`src/rtl/desc_rr_scheduler_pkg.sv`:
```
// Shared descriptor definitions for the descriptor scheduling path.
// Provides the default descriptor slot count, the default outstanding
// limit and a constant-evaluable ceiling-log2 helper used to size indices
// and counters.
package desc_rr_scheduler_pkg;

   localparam int DESC_MAX_DEFAULT    = 16;
   localparam int OUTSTANDING_DEFAULT = 4;

   // Ceiling log2 for values >= 2. Used only for sizing parameters.
   function automatic int clog2(input int value);
      int result;
      result = 0;
      for (int v = value - 1; v > 0; v = v >> 1) begin
         result = result + 1;
      end
      return result;
   endfunction

endpackage

```
`src/rtl/desc_rr_scheduler_rr_arbiter.sv`:
```
// rr_arbiter: purely combinational round-robin selector.
// Picks the lowest requesting index strictly above last_idx. If there is
// none, it wraps around and picks the lowest requesting index overall.
//   req      : request vector, one bit per descriptor slot
//   last_idx : index granted most recently
//   grant    : one-hot grant (all zero when no request)
//   idx      : binary index of the granted slot
//   any      : at least one request is present
module rr_arbiter
   import desc_rr_scheduler_pkg::*;
#(
   parameter  int N     = DESC_MAX_DEFAULT,
   localparam int IDX_W = clog2(N)
) (
   input  logic [N-1:0]     req,
   input  logic [IDX_W-1:0] last_idx,
   output logic [N-1:0]     grant,
   output logic [IDX_W-1:0] idx,
   output logic             any
);

   logic [N-1:0] mask;
   logic [N-1:0] pick;

   // NOTE: every signal assigned in this block gets a default first, so no
   // path leaves a value unassigned and no latch is inferred.
   always_comb begin
      mask  = '0;
      grant = '0;
      idx   = '0;
      for (int i = 0; i < N; i++) begin
         mask[i] = (i > int'(last_idx));
      end
      // Masked search first; fall back to the full vector to wrap past 0.
      pick = ((req & mask) != '0) ? (req & mask) : req;
      // Scanning downward means the last hit is the lowest set bit.
      for (int i = N - 1; i >= 0; i--) begin
         if (pick[i]) begin
            grant    = '0;
            grant[i] = 1'b1;
            idx      = IDX_W'(i);
         end
      end
      any = |req;
   end

endmodule

```
`src/rtl/desc_rr_scheduler.sv`:
```
// desc_rr_scheduler: collects descriptor requests into a pending bitmap
// and issues them one at a time, round-robin, through a valid/ready output
// register, limited by a count of issued-but-not-completed descriptors.
//   clk, rst_n   : clock, synchronous active-low reset
//   req_set      : one-cycle request pulses, one bit per descriptor
//   sched_valid  : sched_idx holds a scheduled descriptor
//   sched_idx    : scheduled descriptor index
//   sched_ready  : downstream accepts sched_idx
//   cmpl_vld     : one issued descriptor completed
//   pending_out  : registered pending bitmap
//   inflight_cnt : issued-not-completed count (held output included)
//   cmpl_err     : sticky, completion seen while nothing was in flight
module desc_rr_scheduler
   import desc_rr_scheduler_pkg::*;
#(
   parameter  int MAX_DESC        = DESC_MAX_DEFAULT,
   parameter  int MAX_OUTSTANDING = OUTSTANDING_DEFAULT,
   localparam int IDX_W           = clog2(MAX_DESC),
   localparam int CNT_W           = clog2(MAX_OUTSTANDING + 1)
) (
   input  logic                clk,
   input  logic                rst_n,
   input  logic [MAX_DESC-1:0] req_set,
   output logic                sched_valid,
   output logic [IDX_W-1:0]    sched_idx,
   input  logic                sched_ready,
   input  logic                cmpl_vld,
   output logic [MAX_DESC-1:0] pending_out,
   output logic [CNT_W-1:0]    inflight_cnt,
   output logic                cmpl_err
);

   logic [MAX_DESC-1:0] pending;
   logic [IDX_W-1:0]    last_idx;
   logic [CNT_W-1:0]    inflight;

   logic [MAX_DESC-1:0] grant;
   logic [IDX_W-1:0]    arb_idx;
   logic                arb_any;

   logic has_credit;
   logic load;
   logic cmpl_take;

   rr_arbiter #(.N(MAX_DESC)) u_arb (
      .req      (pending),
      .last_idx (last_idx),
      .grant    (grant),
      .idx      (arb_idx),
      .any      (arb_any)
   );

   always_comb begin
      // A completion arriving this cycle frees its credit immediately.
      has_credit = (inflight < CNT_W'(MAX_OUTSTANDING)) || cmpl_vld;
      load       = (!sched_valid || sched_ready) && arb_any && has_credit;
      cmpl_take  = cmpl_vld && (inflight != '0);
   end

   // NOTE: sequential state uses non-blocking assignments so every register
   // samples the pre-edge values of the others.
   always_ff @(posedge clk) begin
      if (!rst_n) begin
         pending     <= '0;
         sched_valid <= 1'b0;
         sched_idx   <= '0;
         last_idx    <= IDX_W'(MAX_DESC - 1);
         inflight    <= '0;
         cmpl_err    <= 1'b0;
      end else begin
         // OR-ing req_set after the clear lets a fresh request win.
         pending <= (pending & ~(load ? grant : '0)) | req_set;

         if (load) begin
            sched_valid <= 1'b1;
            sched_idx   <= arb_idx;
            last_idx    <= arb_idx;
         end else if (sched_valid && sched_ready) begin
            sched_valid <= 1'b0;
         end

         case ({load, cmpl_take})
            2'b10:   inflight <= inflight + 1'b1;
            2'b01:   inflight <= inflight - 1'b1;
            default: inflight <= inflight;
         endcase

         if (cmpl_vld && (inflight == '0)) begin
            cmpl_err <= 1'b1;
         end
      end
   end

   assign pending_out  = pending;
   assign inflight_cnt = inflight;

endmodule
```
`config.mk`:
```
export PLATFORM = sky130hd
export DESIGN_NAME = desc_rr_scheduler
export DESIGN_NICKNAME = d
export VERILOG_FILES = /design/src/rtl/desc_rr_scheduler_pkg.sv /design/src/rtl/desc_rr_scheduler_rr_arbiter.sv /design/src/rtl/desc_rr_scheduler.sv
export SDC_FILE = /design/constraint.sdc
export NUM_CORES = 1
export LEC_CHECK = 0
export CORE_MARGIN = 5
export CORE_UTILIZATION = 55
export DETAILED_ROUTE_END_ITERATION = 10
export PLACE_DENSITY = 0.91
export REMOVE_ABC_BUFFERS = 1
export SLEW_MARGIN = 5
export SYNTH_ARGS = -nofsm -noshare
export SYNTH_HDL_FRONTEND = slang
export SYNTH_SLANG_ARGS = --single-unit
export TNS_END_PERCENT = 50
```
`constraint.sdc`:
```
create_clock -name clk -period 7.1 [get_ports clk]
set_input_delay 2.13 -clock clk [delete_from_list [all_inputs] [get_ports clk]]
set_output_delay 2.13 -clock clk [all_outputs]
set_load 0.1 [all_outputs]
```
==> flow_summary.json, run 1 <==
{
  "status": "finished, final reports clean",
  "drc": 0,
  "die_area_um2": 5089,
  "post_cts_resized": 0,
  "cts.htree.levels": 2,
  "start_kind": "input port",
  "worstMarginPinSlew_ps": 982.2,
  "synth_edf_count": 0,
  "clkSinkCount": 29,
  "clkLatencyLatePin_ps": 280,
  "layout.cells.most_common": "clkdlybuf4s50_1",
  "start_util": 0.5653,
  "critPathMaxFanout": 14,
  "cts_buffer_depth": 2,
  "num_vias": 2288,
  "cap_violations": 0,
  "fin_crit_sh": 0.5998,
  "vdd_ir_drop_max_mv": 0.4244,
  "fp.dieW_um": 71.34,
  "netlist_instances": 266,
  "stdcell_area_um2": 2556,
  "antenna_cells": 0,
  "cts-root-buf": "clkbuf_8",
  "final.min_clock_period_ps": 4258,
  "yosys_warnings": 0,
  "first_iter_violations": 421,
  "placed_area_um2": 2440,
  "wl_per_cell_um": 17.12,
  "critPathMaxStageDelay_ps": 490,
  "hold_viol": 0,
  "hp-class": "flip-flop to flip-flop",
  "arrival_ps": 4410,
  "synthTopCellsByArea": "dfxtp_1 (28%), a21oi_1 (7.7%), o21ai_0 (6.3%)",
  "die_h_um": 71.34,
  "vias_per_cell": 6.500,
  "cts_buffers": 5,
  "synth_area_leader_cell": "dfxtp_1",
  "clock_skew_ps": 5.335,
  "port_buffers": 44,
  "yosysSeqAreaShare": 0.2805,
  "clock.fmax_ghz": 0.2348,
  "slew_viol_final": 0,
  "critical_path_class": "input port to flip-flop",
  "grt_overflow_total": 0,
  "cp_top_family": "compound AO/OA/AOI/OAI gates",
  "cts_tree": "built",
  "routed_wl_mm": 6.026,
  "synthArstFlopShare": 0,
  "grt_max_degree": 20,
  "placementRows": 22,
  "end_kind": "flip-flop",
  "antenna_found_initial": 0,
  "mostFrequentLayoutCells": "clkdlybuf4s50_1 (44), a21oi_1 (32), dfxtp_1 (29)",
  "grt_use_total": 0.2358,
  "power_leakage_nw": 0.9677,
  "synth_cell_types": 64,
  "rsz0062_at_grt": "no",
  "crit_buf_inv": 1,
  "area_delta_synth_final_pct": 23.52,
  "hpwl_mm": 4.283,
  "core_um2": 3661,
  "post_cts_buffers": 0,
  "drtPass1Iterations": 6,
  "grt_first_pass_wirelength_mm": 9.763,
  "path_cells": "clkdlybuf4s50_1, nand2b_1, nand3_1, a21oi_1, o2111ai_2, nor2_1, a31oi_1",
  "tns_ps": 0,
  "finalSetupViolations": 0,
  "gp_congestion": 0.9677,
  "path_clk_slew_ps": 60,
  "powerDensity_nw_per_um2": 553.0,
  "cp_slowest_cell": "clkdlybuf4s50_1",
  "grt_pass1_vias": 2096,
  "cp.required_ps": 7260,
  "yosysTopAreaCellShare": 0.2805,
  "io_pins": 45,
  "syn_avg_cell_area_um2": 7.780,
  "synth_flop_cell": "dfxtp_1",
  "ys_ff_latch": 29,
  "cts_hold_buf": 0,
  "drive_gt1_frac": 0.08882,
  "syn_area_um2": 2069,
  "fin_nets": 325,
  "ant_nets": 0,
  "maxSlewHeadroom": 0.3431
}
-- path summary, 6_finish.rpt --
check / startpoint / endpoint / slack [ps] / cells after the start
max: cmpl_vld / pending_out[13] / 2840 / 7
min: sched_idx[2] / sched_idx[2] / 480 / 2
max reg2reg: last_idx[3] / last_idx[3] / 3760 / 8
min reg2reg: sched_idx[2] / sched_idx[2] / 480 / 2
-- sequential cells by signal, indices dropped and copies added (netlist names) --
register and count:
cmpl_err 1, inflight_cnt 3, last_idx 4, pending_out 16, sched_idx 4, sched_valid 1
-- area by class of cell --
class | instances | area (um^2)
multi-input cells | 201 | 1276
fillers | 299 | 1105
flip-flops and latches | 29 | 580.6
repair buffers | 44 | 440.4
clock buffers | 7 | 86.33
inverters | 22 | 82.58
well taps | 48 | 60.06
clock inverters | 1 | 30.03
-- power breakdown --
part           switching [W]  internal, W
clock              0.0000633     0.000114
combinational       0.000639     0.000296
sequential         0.0000936     0.000208
-- synthesized netlist by cell type, types with 3 or more instances --
cell type,instances
a21oi_1,32
dfxtp_1,29
o21ai_0,26
nor2_1,25
inv_1,20
nand2_1,14
a31oi_1,9
nand3_1,8
buf_6,6
nand2b_1,6
nor2b_1,6
clkbuf_1,4
nor4_1,4
o211a_1,4
o21a_1,4
o31ai_1,4
nor3_1,3
o22ai_1,3
o31a_1,3
-- stage by stage --
step | power (W) | hold WS [ps] | setup WS [ps] | cells | util
after floorplan | 0.0009970 | 673.6 | 3208 | 252 | -
after global placement | 0.001205 | 452.9 | 2707 | 344 | 0.6664
after detailed placement | 0.001216 | 474.3 | 2581 | 344 | 0.6664
after CTS | 0.001396 | 485.7 | 2854 | 352 | 0.6982
after global routing | 0.001493 | 514.0 | 2712 | 352 | 0.6982
final | 0.001414 | 481.3 | 2842 | 352 | 0.6982
-- cells by family (layout without fill, tap and decap cells) --
family / count (synthesis) / in the layout / share of synthesized area
adder cells (fa/ha/maj): 2 / 2 / 0.01572
XOR/XNOR: 2 / 2 / 0.008466
buffers and inverters: 36 / 74 / 0.1028
AND/OR/NAND/NOR: 81 / 81 / 0.2044
flip-flops: 29 / 29 / 0.2805
AO/OA/AOI/OAI: 116 / 116 / 0.3881
-- metal layers --
layer / routed length [um] / up-vias / GRT usage
li1: - / 1060 / -
met1: 2443 / 1050 / 0.3029
met2: 2803 / 152 / 0.3663
met3: 583 / 26 / 0.05750
met4: 196 / 0 / 0.1190
met5: 0 / - / 0
-- worst min-delay path, delay by kind of cell, from the launching register on --
family / cells / cell delay (ps)
compound gates: 1 / 60
flops: 1 / 310
simple gates: 1 / 60
Note: power is estimated with default switching activity, not from simulation.
==> run 2: changes to the inputs <==
- CORE_UTILIZATION: 55 -> 46
- PLACE_DENSITY: 0.91 -> 0.81
- clock period: 7.1 -> 3.5 ns (I/O delays scaled with it)
==> run 2 against run 1 <==
Net effect:
- wire length is 2.3% lower
- worst hold slack worse by 1.8 ps
- cell area down 0.64%
- global-route usage down 3.9 points
- core utilization shrank 11 points
- largest cell class unchanged
- clock skew is 0.91 ps lower
- clock-buffer cell count down 1
- sequential power rose by 88%
- setup slack got worse by 2300 ps
- sequential share of layout area grew 0.15 points
==> flow_summary.json, run 2 (synthesis gave the netlist of run 1 again) <==
{
  "status": "finished, final reports clean",
  "io_pins": 45,
  "port_buffers": 44,
  "cp_slowest_cell": "dfxtp_1",
  "reg2reg_slack_ps": 500,
  "clkSinkCount": 29,
  "r2r-end": "last_idx[3]",
  "clkLatencyLatePin_ps": 280,
  "pre_cts_ws_ps": 245.5,
  "cts_buffer_depth": 2,
  "wl_per_cell_um": 16.08,
  "cp.required_ps": 3670,
  "grt_pass1_vias": 2086,
  "drc": 0,
  "gp_congestion": 0.9902,
  "cts.htree.levels": 2,
  "mostFrequentLayoutCells": "buf_4 (35), a21oi_1 (32), dfxtp_1 (29)",
  "regToRegStartpoint": "last_idx[1]",
  "drtPass1Iterations": 4,
  "antenna_found_initial": 0,
  "met1_usage": 0.2547,
  "grtUsageMet3": 0.04918,
  "post_cts_resized": 0,
  "clock_skew_ps": 4.427,
  "critPathMostFrequentCell": "a211o_1",
  "worstMarginPinSlew_ps": 602.1,
  "dp_cells": 358,
  "antenna_cells": 0,
  "rsz0062_at_grt": "no",
  "critPathMaxStageDelay_ps": 670,
  "cts_buffers": 5,
  "crit_buf_inv": 1,
  "end_kind": "flip-flop",
  "whs_path_depth": 2,
  "stdcell_count": 366,
  "maxSlewHeadroom": 0.5935,
  "start_util": 0.4753,
  "busiest_layer": "met2",
  "critPathMaxFanout": 14,
  "slew_viol_final": 0,
  "area_delta_synth_final_pct": 22.73,
  "arrival_ps": 3170,
  "vdd_ir_drop_max_mv": 0.5565,
  "final.min_clock_period_ps": 3001,
  "critical_path_class": "flip-flop to flip-flop",
  "powerDensity_nw_per_um2": 1098,
  "hold_viol": 0,
  "cp.depth": 9,
  "post_cts_buffers": 0,
  "grt_max_degree": 19,
  "path_cells": "and2_1, a211o_1, a2bb2oi_2, and3_1, buf_4, o21ai_4, o2111ai_2, nor2_1, a211o_1",
  "finalSetupViolations": 0,
  "hpwl_mm": 4.547,
  "cp_top_family": "simple AND/OR/NAND/NOR gates",
  "cap_violations": 0,
  "crit_path_end": "last_idx[3]",
  "layout.cells.most_common": "buf_4",
  "die_area_um2": 5941,
  "grt_first_pass_wirelength_mm": 9.742,
  "crit_start": "last_idx[1]",
  "r2r_cells": 9,
  "vias_per_cell": 6.060,
  "fin_nets": 335,
  "cts_hold_buf": 0,
  "core_um2": 4354,
  "clock.fmax_ghz": 0.3332,
  "routed_wl_mm": 5.887,
  "grt_overflow_total": 0,
  "power_leakage_nw": 1.038,
  "cts-root-buf": "clkbuf_8",
  "grt_use_total": 0.1965,
  "hp-class": "flip-flop to flip-flop",
  "path_clk_slew_ps": 60,
  "tns_ps": 0,
  "fp.dieW_um": 77.08,
  "num_vias": 2218,
  "die_h_um": 77.08,
  "placementRows": 24,
  "grt_use_met2": 0.3234,
  "drive_gt1_frac": 0.1975,
  "ant_nets": 0,
  "start_kind": "flip-flop",
  "first_iter_violations": 185,
  "largest_reg_flops": 16,
  "fin_crit_sh": 0.8575,
  "cts_tree": "built",
  "worst_slack_ps": 498.9
}
[run 2: cell types whose count changed in the layout (fill, tap and decap cells not counted), sizes merged]
cell | before | now
buf | 0 | 35
bufinv | 1 | 0
clkbuf | 7 | 6
clkdlybuf4s50 | 44 | 19
clkinv | 1 | 3
[run 2: cell type report]
type | count | area (um^2)
Clock buffer | 6 | 72.57
Clock inverter | 2 | 10.01
Fill cell | 412 | 1814
Inverter | 22 | 82.58
Multi-Input combinational cell | 201 | 1276
Sequential cell | 29 | 580.6
Tap cell | 52 | 65.06
Timing Repair Buffer | 54 | 452.9
[run 2: power breakdown]
group	internal, W	leakage [nW]	total (W)	switching, W
clock	0.000137	0.0450	0.000259	0.000122
combinational	0.000626	0.751	0.00196	0.00134
sequential	0.000423	0.242	0.000569	0.000146
[run 2: metrics by stage]
stage	utilization	hold WS, ps	cell area, um^2	power, W
2_1_floorplan	-	673.6	1939	0.002022
3_3_place_gp	0.5644	471.5	2457	0.002515
3_5_place_dp	0.5644	467.6	2457	0.002516
4_1_cts	0.5833	478.1	2540	0.002786
5_1_grt	0.5833	526.9	2540	0.002982
6_report	0.5833	479.5	2540	0.002789
[run 2: worst min path at each step]
stage | startpoint | endpoint
2_1_floorplan | last_idx[2] | last_idx[2]
3_3_place_gp | sched_idx[2] | sched_idx[2]
3_5_place_dp | sched_idx[2] | sched_idx[2]
4_1_cts | sched_idx[2] | sched_idx[2]
5_1_grt | sched_idx[2] | sched_idx[2]
6_report | sched_idx[2] | sched_idx[2]
[run 2: routing by layer]
metal	part of all wire	vias up
met5	0	-
met4	0.018	0
met3	0.086	10
met2	0.47	93
met1	0.43	1039
li1	-	1076
[run 2: worst register-to-register path: cells and delay by family (launching register included)]
family | cells | cell delay [ps]
flops | 1 | 670
simple gates | 3 | 1020
buf+inv | 1 | 230
compound gates | 5 | 970
